**src/rtl/mem_access_unit_if.sv**
```systemverilog
// CPU load/store, MMU translation and data-bus signals of the memory access unit.
// The master modport is the access unit itself; slave is the surrounding system.
interface mem_access_unit_if #(
    parameter int unsigned DW = 32,
    parameter int unsigned AW = 32
);
    logic            cpu_req;
    logic            cpu_we;
    logic [1:0]      cpu_len;
    logic            cpu_signed;
    logic [AW-1:0]   cpu_vaddr;
    logic [DW-1:0]   cpu_wdata;
    logic [DW-1:0]   cpu_rdata;
    logic            cpu_ready;
    logic [1:0]      cpu_exc;
    logic            tr_valid;
    logic [AW-1:0]   tr_vaddr;
    logic            tr_ack;
    logic [AW-1:0]   tr_paddr;
    logic            tr_fault;
    logic            bus_req;
    logic            bus_we;
    logic [AW-1:0]   bus_addr;
    logic [DW-1:0]   bus_wdata;
    logic [DW/8-1:0] bus_be;
    logic [DW-1:0]   bus_rdata;
    logic            bus_ready;

    modport master (
        input  cpu_req, cpu_we, cpu_len, cpu_signed, cpu_vaddr, cpu_wdata,
        output cpu_rdata, cpu_ready, cpu_exc,
        output tr_valid, tr_vaddr,
        input  tr_ack, tr_paddr, tr_fault,
        output bus_req, bus_we, bus_addr, bus_wdata, bus_be,
        input  bus_rdata, bus_ready
    );

    modport slave (
        output cpu_req, cpu_we, cpu_len, cpu_signed, cpu_vaddr, cpu_wdata,
        input  cpu_rdata, cpu_ready, cpu_exc,
        input  tr_valid, tr_vaddr,
        output tr_ack, tr_paddr, tr_fault,
        input  bus_req, bus_we, bus_addr, bus_wdata, bus_be,
        output bus_rdata, bus_ready
    );
endinterface

```
**src/rtl/mem_access_unit.sv**
```systemverilog
// CPU-side memory access sequencer: alignment check, MMU translation, big-endian bus
// access with sub-word stores done via byte enables or read-modify-write.
module mem_access_unit #(
    parameter int unsigned DW     = 32,
    parameter int unsigned AW     = 32,
    parameter int unsigned HAS_BE = 0
) (
    input logic               clk,
    input logic               res,
    mem_access_unit_if.master io
);
    localparam int unsigned NB = DW / 8;
    localparam int unsigned OW = $clog2(NB);

    typedef enum logic [2:0] {StIdle, StXlate, StAccess, StWback, StDone} state_e;

    state_e         state;
    logic           we_q;
    logic           signed_q;
    logic [1:0]     len_q;
    logic [2:0]     off_q;
    logic [DW-1:0]  wdata_q;

    logic [2:0]     in_off;
    logic           misaligned;
    logic [3:0]     size_b;
    logic [7:0]     sh_lo;
    logic [7:0]     sh_hi;
    logic           sub_store;
    logic [DW-1:0]  placed;
    logic [DW-1:0]  lane_mask;
    logic [DW-1:0]  merged;
    logic [NB-1:0]  be_sub;
    logic [DW-1:0]  rd_shift;
    logic [DW-1:0]  ld_zext;
    logic signed [DW-1:0] ld_sext;
    logic [DW-1:0]  ld_val;

    always_comb begin
        in_off = 3'(io.cpu_vaddr[OW-1:0]);
        case (io.cpu_len)
            2'd0:    misaligned = 1'b0;
            2'd1:    misaligned = in_off[0];
            2'd2:    misaligned = |in_off[1:0];
            default: misaligned = (DW != 64) || (in_off != 3'd0);
        endcase
        size_b    = 4'd1 << len_q;
        sh_lo     = {2'b00, off_q, 3'b000};
        sh_hi     = 8'(DW) - {1'b0, size_b, 3'b000};
        sub_store = we_q && (32'(size_b) < NB);
        // Lane k sits at bits [DW-1-8k -: 8], so offsets shift right from the top.
        placed    = (wdata_q << sh_hi) >> sh_lo;
        lane_mask = ({DW{1'b1}} << sh_hi) >> sh_lo;
        merged    = (io.bus_rdata & ~lane_mask) | placed;
        be_sub    = ({NB{1'b1}} << (4'(NB) - size_b)) >> off_q;
        rd_shift  = io.bus_rdata << sh_lo;
        ld_sext   = $signed(rd_shift) >>> sh_hi;
        ld_zext   = rd_shift >> sh_hi;
        ld_val    = signed_q ? ld_sext : ld_zext;
    end

    always_ff @(posedge clk or posedge res) begin
        if (res) begin
            state        <= StIdle;
            we_q         <= 1'b0;
            signed_q     <= 1'b0;
            len_q        <= 2'd0;
            off_q        <= 3'd0;
            wdata_q      <= '0;
            io.cpu_rdata <= '0;
            io.cpu_ready <= 1'b0;
            io.cpu_exc   <= 2'd0;
            io.tr_valid  <= 1'b0;
            io.tr_vaddr  <= '0;
            io.bus_req   <= 1'b0;
            io.bus_we    <= 1'b0;
            io.bus_addr  <= '0;
            io.bus_wdata <= '0;
            io.bus_be    <= '0;
        end else begin
            unique case (state)
                StIdle: begin
                    if (io.cpu_req) begin
                        we_q     <= io.cpu_we;
                        signed_q <= io.cpu_signed;
                        len_q    <= io.cpu_len;
                        off_q    <= in_off;
                        wdata_q  <= io.cpu_wdata;
                        if (misaligned) begin
                            state        <= StDone;
                            io.cpu_ready <= 1'b1;
                            io.cpu_exc   <= 2'd1;
                        end else begin
                            state       <= StXlate;
                            io.tr_valid <= 1'b1;
                            io.tr_vaddr <= io.cpu_vaddr;
                        end
                    end
                end
                StXlate: begin
                    if (io.tr_ack) begin
                        io.tr_valid <= 1'b0;
                        io.tr_vaddr <= '0;
                        if (io.tr_fault) begin
                            state        <= StDone;
                            io.cpu_ready <= 1'b1;
                            io.cpu_exc   <= 2'd2;
                        end else begin
                            state       <= StAccess;
                            io.bus_req  <= 1'b1;
                            io.bus_addr <= io.tr_paddr & ~AW'(NB - 1);
                            if (sub_store && HAS_BE != 0) begin
                                io.bus_we    <= 1'b1;
                                io.bus_be    <= be_sub;
                                io.bus_wdata <= placed;
                            end else if (sub_store) begin
                                // Read phase of the read-modify-write.
                                io.bus_we    <= 1'b0;
                                io.bus_be    <= '1;
                                io.bus_wdata <= '0;
                            end else begin
                                io.bus_we    <= we_q;
                                io.bus_be    <= '1;
                                io.bus_wdata <= we_q ? wdata_q : '0;
                            end
                        end
                    end
                end
                StAccess: begin
                    if (io.bus_ready) begin
                        io.bus_req <= 1'b0;
                        if (sub_store && HAS_BE == 0) begin
                            state        <= StWback;
                            io.bus_we    <= 1'b1;
                            io.bus_wdata <= merged;
                        end else begin
                            state        <= StDone;
                            io.cpu_ready <= 1'b1;
                            io.cpu_rdata <= we_q ? '0 : ld_val;
                            io.bus_we    <= 1'b0;
                            io.bus_addr  <= '0;
                            io.bus_wdata <= '0;
                            io.bus_be    <= '0;
                        end
                    end
                end
                StWback: begin
                    // First cycle idles the bus so the read and write are separate requests.
                    if (!io.bus_req) begin
                        io.bus_req <= 1'b1;
                    end else if (io.bus_ready) begin
                        state        <= StDone;
                        io.cpu_ready <= 1'b1;
                        io.bus_req   <= 1'b0;
                        io.bus_we    <= 1'b0;
                        io.bus_addr  <= '0;
                        io.bus_wdata <= '0;
                        io.bus_be    <= '0;
                    end
                end
                StDone: begin
                    state        <= StIdle;
                    io.cpu_ready <= 1'b0;
                    io.cpu_exc   <= 2'd0;
                    io.cpu_rdata <= '0;
                end
                default: state <= StIdle;
            endcase
        end
    end
endmodule

```
**src/flat_wrapper.sv**
```systemverilog
// flat-port wrapper written by rule: the top's interface ports become plain ports
module mem_access_unit_flat 
#(
    parameter int unsigned DW     = 32,
    parameter int unsigned AW     = 32,
    parameter int unsigned HAS_BE = 0
)
  (clk, res, io_cpu_req, io_cpu_we, io_cpu_len, io_cpu_signed, io_cpu_vaddr, io_cpu_wdata, io_cpu_rdata, io_cpu_ready, io_cpu_exc, io_tr_valid, io_tr_vaddr, io_tr_ack, io_tr_paddr, io_tr_fault, io_bus_req, io_bus_we, io_bus_addr, io_bus_wdata, io_bus_be, io_bus_rdata, io_bus_ready);
  mem_access_unit_if #(.DW(DW), .AW(AW)) io_i ();
  input logic clk;
  input logic res;
  input wire logic [$bits(io_i.cpu_req)-1:0] io_cpu_req;
  input wire logic [$bits(io_i.cpu_we)-1:0] io_cpu_we;
  input wire logic [$bits(io_i.cpu_len)-1:0] io_cpu_len;
  input wire logic [$bits(io_i.cpu_signed)-1:0] io_cpu_signed;
  input wire logic [$bits(io_i.cpu_vaddr)-1:0] io_cpu_vaddr;
  input wire logic [$bits(io_i.cpu_wdata)-1:0] io_cpu_wdata;
  output wire logic [$bits(io_i.cpu_rdata)-1:0] io_cpu_rdata;
  output wire logic [$bits(io_i.cpu_ready)-1:0] io_cpu_ready;
  output wire logic [$bits(io_i.cpu_exc)-1:0] io_cpu_exc;
  output wire logic [$bits(io_i.tr_valid)-1:0] io_tr_valid;
  output wire logic [$bits(io_i.tr_vaddr)-1:0] io_tr_vaddr;
  input wire logic [$bits(io_i.tr_ack)-1:0] io_tr_ack;
  input wire logic [$bits(io_i.tr_paddr)-1:0] io_tr_paddr;
  input wire logic [$bits(io_i.tr_fault)-1:0] io_tr_fault;
  output wire logic [$bits(io_i.bus_req)-1:0] io_bus_req;
  output wire logic [$bits(io_i.bus_we)-1:0] io_bus_we;
  output wire logic [$bits(io_i.bus_addr)-1:0] io_bus_addr;
  output wire logic [$bits(io_i.bus_wdata)-1:0] io_bus_wdata;
  output wire logic [$bits(io_i.bus_be)-1:0] io_bus_be;
  input wire logic [$bits(io_i.bus_rdata)-1:0] io_bus_rdata;
  input wire logic [$bits(io_i.bus_ready)-1:0] io_bus_ready;
  assign io_i.cpu_req = io_cpu_req;
  assign io_i.cpu_we = io_cpu_we;
  assign io_i.cpu_len = io_cpu_len;
  assign io_i.cpu_signed = io_cpu_signed;
  assign io_i.cpu_vaddr = io_cpu_vaddr;
  assign io_i.cpu_wdata = io_cpu_wdata;
  assign io_cpu_rdata = io_i.cpu_rdata;
  assign io_cpu_ready = io_i.cpu_ready;
  assign io_cpu_exc = io_i.cpu_exc;
  assign io_tr_valid = io_i.tr_valid;
  assign io_tr_vaddr = io_i.tr_vaddr;
  assign io_i.tr_ack = io_tr_ack;
  assign io_i.tr_paddr = io_tr_paddr;
  assign io_i.tr_fault = io_tr_fault;
  assign io_bus_req = io_i.bus_req;
  assign io_bus_we = io_i.bus_we;
  assign io_bus_addr = io_i.bus_addr;
  assign io_bus_wdata = io_i.bus_wdata;
  assign io_bus_be = io_i.bus_be;
  assign io_i.bus_rdata = io_bus_rdata;
  assign io_i.bus_ready = io_bus_ready;
  mem_access_unit #(.DW(DW), .AW(AW), .HAS_BE(HAS_BE)) u_core (.clk(clk), .res(res), .io(io_i));
endmodule
```
**config.mk**
```make
export PLATFORM = sky130hd
export DESIGN_NAME = mem_access_unit_flat
export DESIGN_NICKNAME = d
export VERILOG_FILES = /design/src/rtl/mem_access_unit_if.sv /design/src/rtl/mem_access_unit.sv /design/src/flat_wrapper.sv
export SDC_FILE = /design/constraint.sdc
export NUM_CORES = 1
export LEC_CHECK = 0
export BUFFER_PORTS_ARGS = -buffer_cell sky130_fd_sc_hd__buf_2
export CAP_MARGIN = 40
export CELL_PAD_IN_SITES_DETAIL_PLACEMENT = 1
export CELL_PAD_IN_SITES_GLOBAL_PLACEMENT = 1
export CORE_ASPECT_RATIO = 1.75
export CORE_MARGIN = 10
export CORE_UTILIZATION = 36
export CTS_BUF_LIST = sky130_fd_sc_hd__clkbuf_16
export CTS_CLUSTER_SIZE = 20
export DETAILED_ROUTE_END_ITERATION = 16
export PLACE_DENSITY = 0.8
export SYNTH_ARGS = -nofsm -noshare
export SYNTH_HDL_FRONTEND = slang
export SYNTH_SLANG_ARGS = --single-unit
```
**constraint.sdc**
```tcl
create_clock -name clk -period 5.6 [get_ports clk]
set_clock_uncertainty 0.15 [all_clocks]
set_input_delay 1.12 -clock clk [delete_from_list [all_inputs] [get_ports clk]]
set_output_delay 1.12 -clock clk [all_outputs]
set_load 0.02 [all_outputs]
```
==> results.cfg <==
[clock_tree]
insertion_delay_ns = 0.46
cts_buffer_depth = 2
h-tree-depth = 4
cts_setup_buffers = 0
clk_pin_slew_ns = 0.07
cts.sinks = 174
cts-root-buf = clkbuf_16
ctsResizeCount = 0
hold_buffers = 0
cts_tree = done
numCtsBuffers = 17

[route]
avgViaCountPerCell = 5.85
drc = 0
dr.pass1.iters = 5
wl_per_cell_um = 24.5
drt-initial-drc-count = 582
antenna_left = 0
routed_wl_um = 38800
vias = 9290

[die]
dieArea_um2 = 34800
core_region_area_um2 = 27200
num_rows = 80
start_util_pct = 36.3
fp.dieW_um = 145
die_y_um = 239
io_pins = 276

[timing]
tightestPinTransition_ns = 0.911
fin_tns_setup_ns = 0
final_max_slew_viol_count = 0
min_period_over_period_pct = 57.6
final-setup-viol-count = 0
holdWs_ns = 0.325
max_freq_mhz = 310
relSlewSlack_pct = 39.1
min_period_ns = 3.23
hold_violations = 0
grt_setup_unrepaired = no

[global_routing]
grt.total_usage_pct = 21.5
first_global_vias = 9809
gr-total-overflow = 0
antenna_found_initial = 5
grt_max_degree = 113
grt_pass1_wl_um = 58800

[synthesis]
synth_seq_area_share_pct = 44.0
yosys_warnings = 0
async_flop_share_pct = 100
netlist_instances = 978
syn_area_um2 = 9890
ys_seq_elements = 174
synth_cell_type_count = 78
synth_edf_count = 0
syn_area_per_cell_um2 = 10.1
synth_ff_type = dfrtp_1

[worst_setup_path]
cp_cell_sequence = nand2b_1, a21o_1, nand2_1, buf_4, a2111oi_0, a211oi_1
cp_max_fo = 23
worstSetupPathType = reg2reg
reg2reg_slack_ns = 2.37
worstPathRequired_ns = 5.81
critPathMaxStageDelay_ns = 0.72
critPathCaptureType = register
arrival_ns = 3.44
start_kind = register
slowest_stage = nand2_1

[status]
status = finished clean

[placement]
io_buffers = 271
gp_congestion = 0.904
dp_hpwl_um = 30200

[run]
maxCapViolCount = 0

[finish]
nNetsFinal = 1346
final.fill_count = 3247
drive_above_1_share_pct = 33.0
multi_input_area_um2 = 5090
area_growth_pct = 21.9
regArea_um2 = 4350
final_util_pct = 44.3

[power]
p_leak_uw = 0.00563
vdd_drop_max_uv = 310
power.density_nw_per_um2 = 686

[min_path]
hp-class = reg2reg
## power breakdown
part	switching (uW)	internal [uW]	total, uW
clock	569	583	1150
sequential	512	1800	2310
combinational	3010	1790	4810
## flip-flops by register name, summed over array words and instances (netlist names)
| register | cells |
|---|---|
| u_core.len_q | 2 |
| u_core.io.tr_vaddr | 32 |
| u_core.off_q | 2 |
| u_core.state | 3 |
| u_core.io.bus_addr | 30 |
| u_core.io.bus_we | 1 |
| u_core.signed_q | 1 |
| u_core.io.bus_req | 1 |
| u_core.we_q | 1 |
| u_core.io.bus_be | 1 |
| u_core.io.cpu_rdata | 32 |
| u_core.wdata_q | 32 |
| u_core.io.cpu_exc | 2 |
| u_core.io.tr_valid | 1 |
| u_core.io.bus_wdata | 32 |
| u_core.io.cpu_ready | 1 |
## cell families (layout without fill, tap and decap cells)
group	Yosys count	after routing	share of synthesized area [%]
buffers and inverters	97	333	4.64
muxes	91	91	10.3
xor gates and xnor gates	4	4	0.506
and+or+nand+nor	240	240	12.7
DFF	174	174	44.0
AOI/OAI and AO/OA	365	365	27.1
other	1	6	0.0379
adders and majority gates	6	6	0.759
## cell usage after synthesis, drive strengths merged, types with 25 or more instances
| library cell | n | area share (%) |
|---|---|---|
| nand2b | 25 | 1.6 |
| mux2i | 35 | 3.6 |
| a21oi | 62 | 3.2 |
| a22o | 70 | 6.2 |
| clkbuf | 31 | 1.2 |
| dfrtp | 174 | 44 |
| mux2 | 54 | 6.2 |
| buf | 55 | 3.0 |
| nand2 | 68 | 2.7 |
| nor2 | 50 | 1.9 |
| a211oi | 27 | 2.0 |
| o21ai | 50 | 2.5 |
## metrics by stage
stage | worst slack [ns] | instances | power (uW) | cell area (um2)
after global routing | 2.09 | 1588 | 8780 | 12100
after CTS | 2.43 | 1584 | 8270 | 12000
final | 2.37 | 1588 | 8270 | 12100
after detailed placement | 2.05 | 1552 | 7080 | 11500
after global placement | 2.09 | 1549 | 6900 | 11400
after floorplan | 2.11 | 979 | 5540 | 9900
## per-layer routing
metal  vias to the layer above  wire length [um]  track usage, %
met3                        85              1850            5.10
li1                       4190                 -               -
met1                      4694             14000            22.1
met5                         -                10               0
met2                       319             21300            39.9
met4                         2              1650            10.4
## worst paths after layout
check                                        start                      end  cells after the start
min in group asynchronous                      res   u_core.io.bus_addr[24]                      2
setup reg to reg                   u_core.state[1]   u_core.io.bus_wdata[0]                      6
max in group asynchronous                      res    u_core.io.tr_vaddr[6]                      3
hold reg to reg            u_core.io.cpu_rdata[27]  u_core.io.cpu_rdata[27]                      2
hold / removal             u_core.io.cpu_rdata[27]  u_core.io.cpu_rdata[27]                      2
setup / recovery                   u_core.state[1]   u_core.io.bus_wdata[0]                      6
## area by class of cell
cell class / instances / share of cell area, %
Timing Repair Buffer: 290 / 12.8
Inverter: 11 / 0.374
Tap cell: 369 / 3.83
Multi-Input combinational cell: 708 / 42.3
Clock inverter: 15 / 1.05
Sequential cell: 174 / 36.1
Clock buffer: 17 / 3.53
Antenna cell: 4 / 0.0830
## layout by cell type, fill, tap and decap left out, types with 11 or more instances in the layout
master and instances:
a211oi_1 27, a21o_1 15, a21oi_1 61, a221oi_1 11, a22o_1 70, a32o_1 11
and2_1 13, buf_2 271, buf_4 15, clkbuf_16 17, dfrtp_1 174, mux2_2 52
mux2i_1 34, nand2_1 67, nand2b_1 25, nand3_1 20, nor2_1 49, o21ai_0 47
o22ai_1 22, o31ai_1 16
## critical path: cells and delay by family, from the launching register on
kind / cells / cell delay, ns
AO/OA/AOI/OAI: 3 / 0.77
AND/OR/NAND/NOR: 2 / 1.12
flip-flops: 1 / 0.67
buffers and inverters: 1 / 0.40
Power figures use the tool's default switching activity.
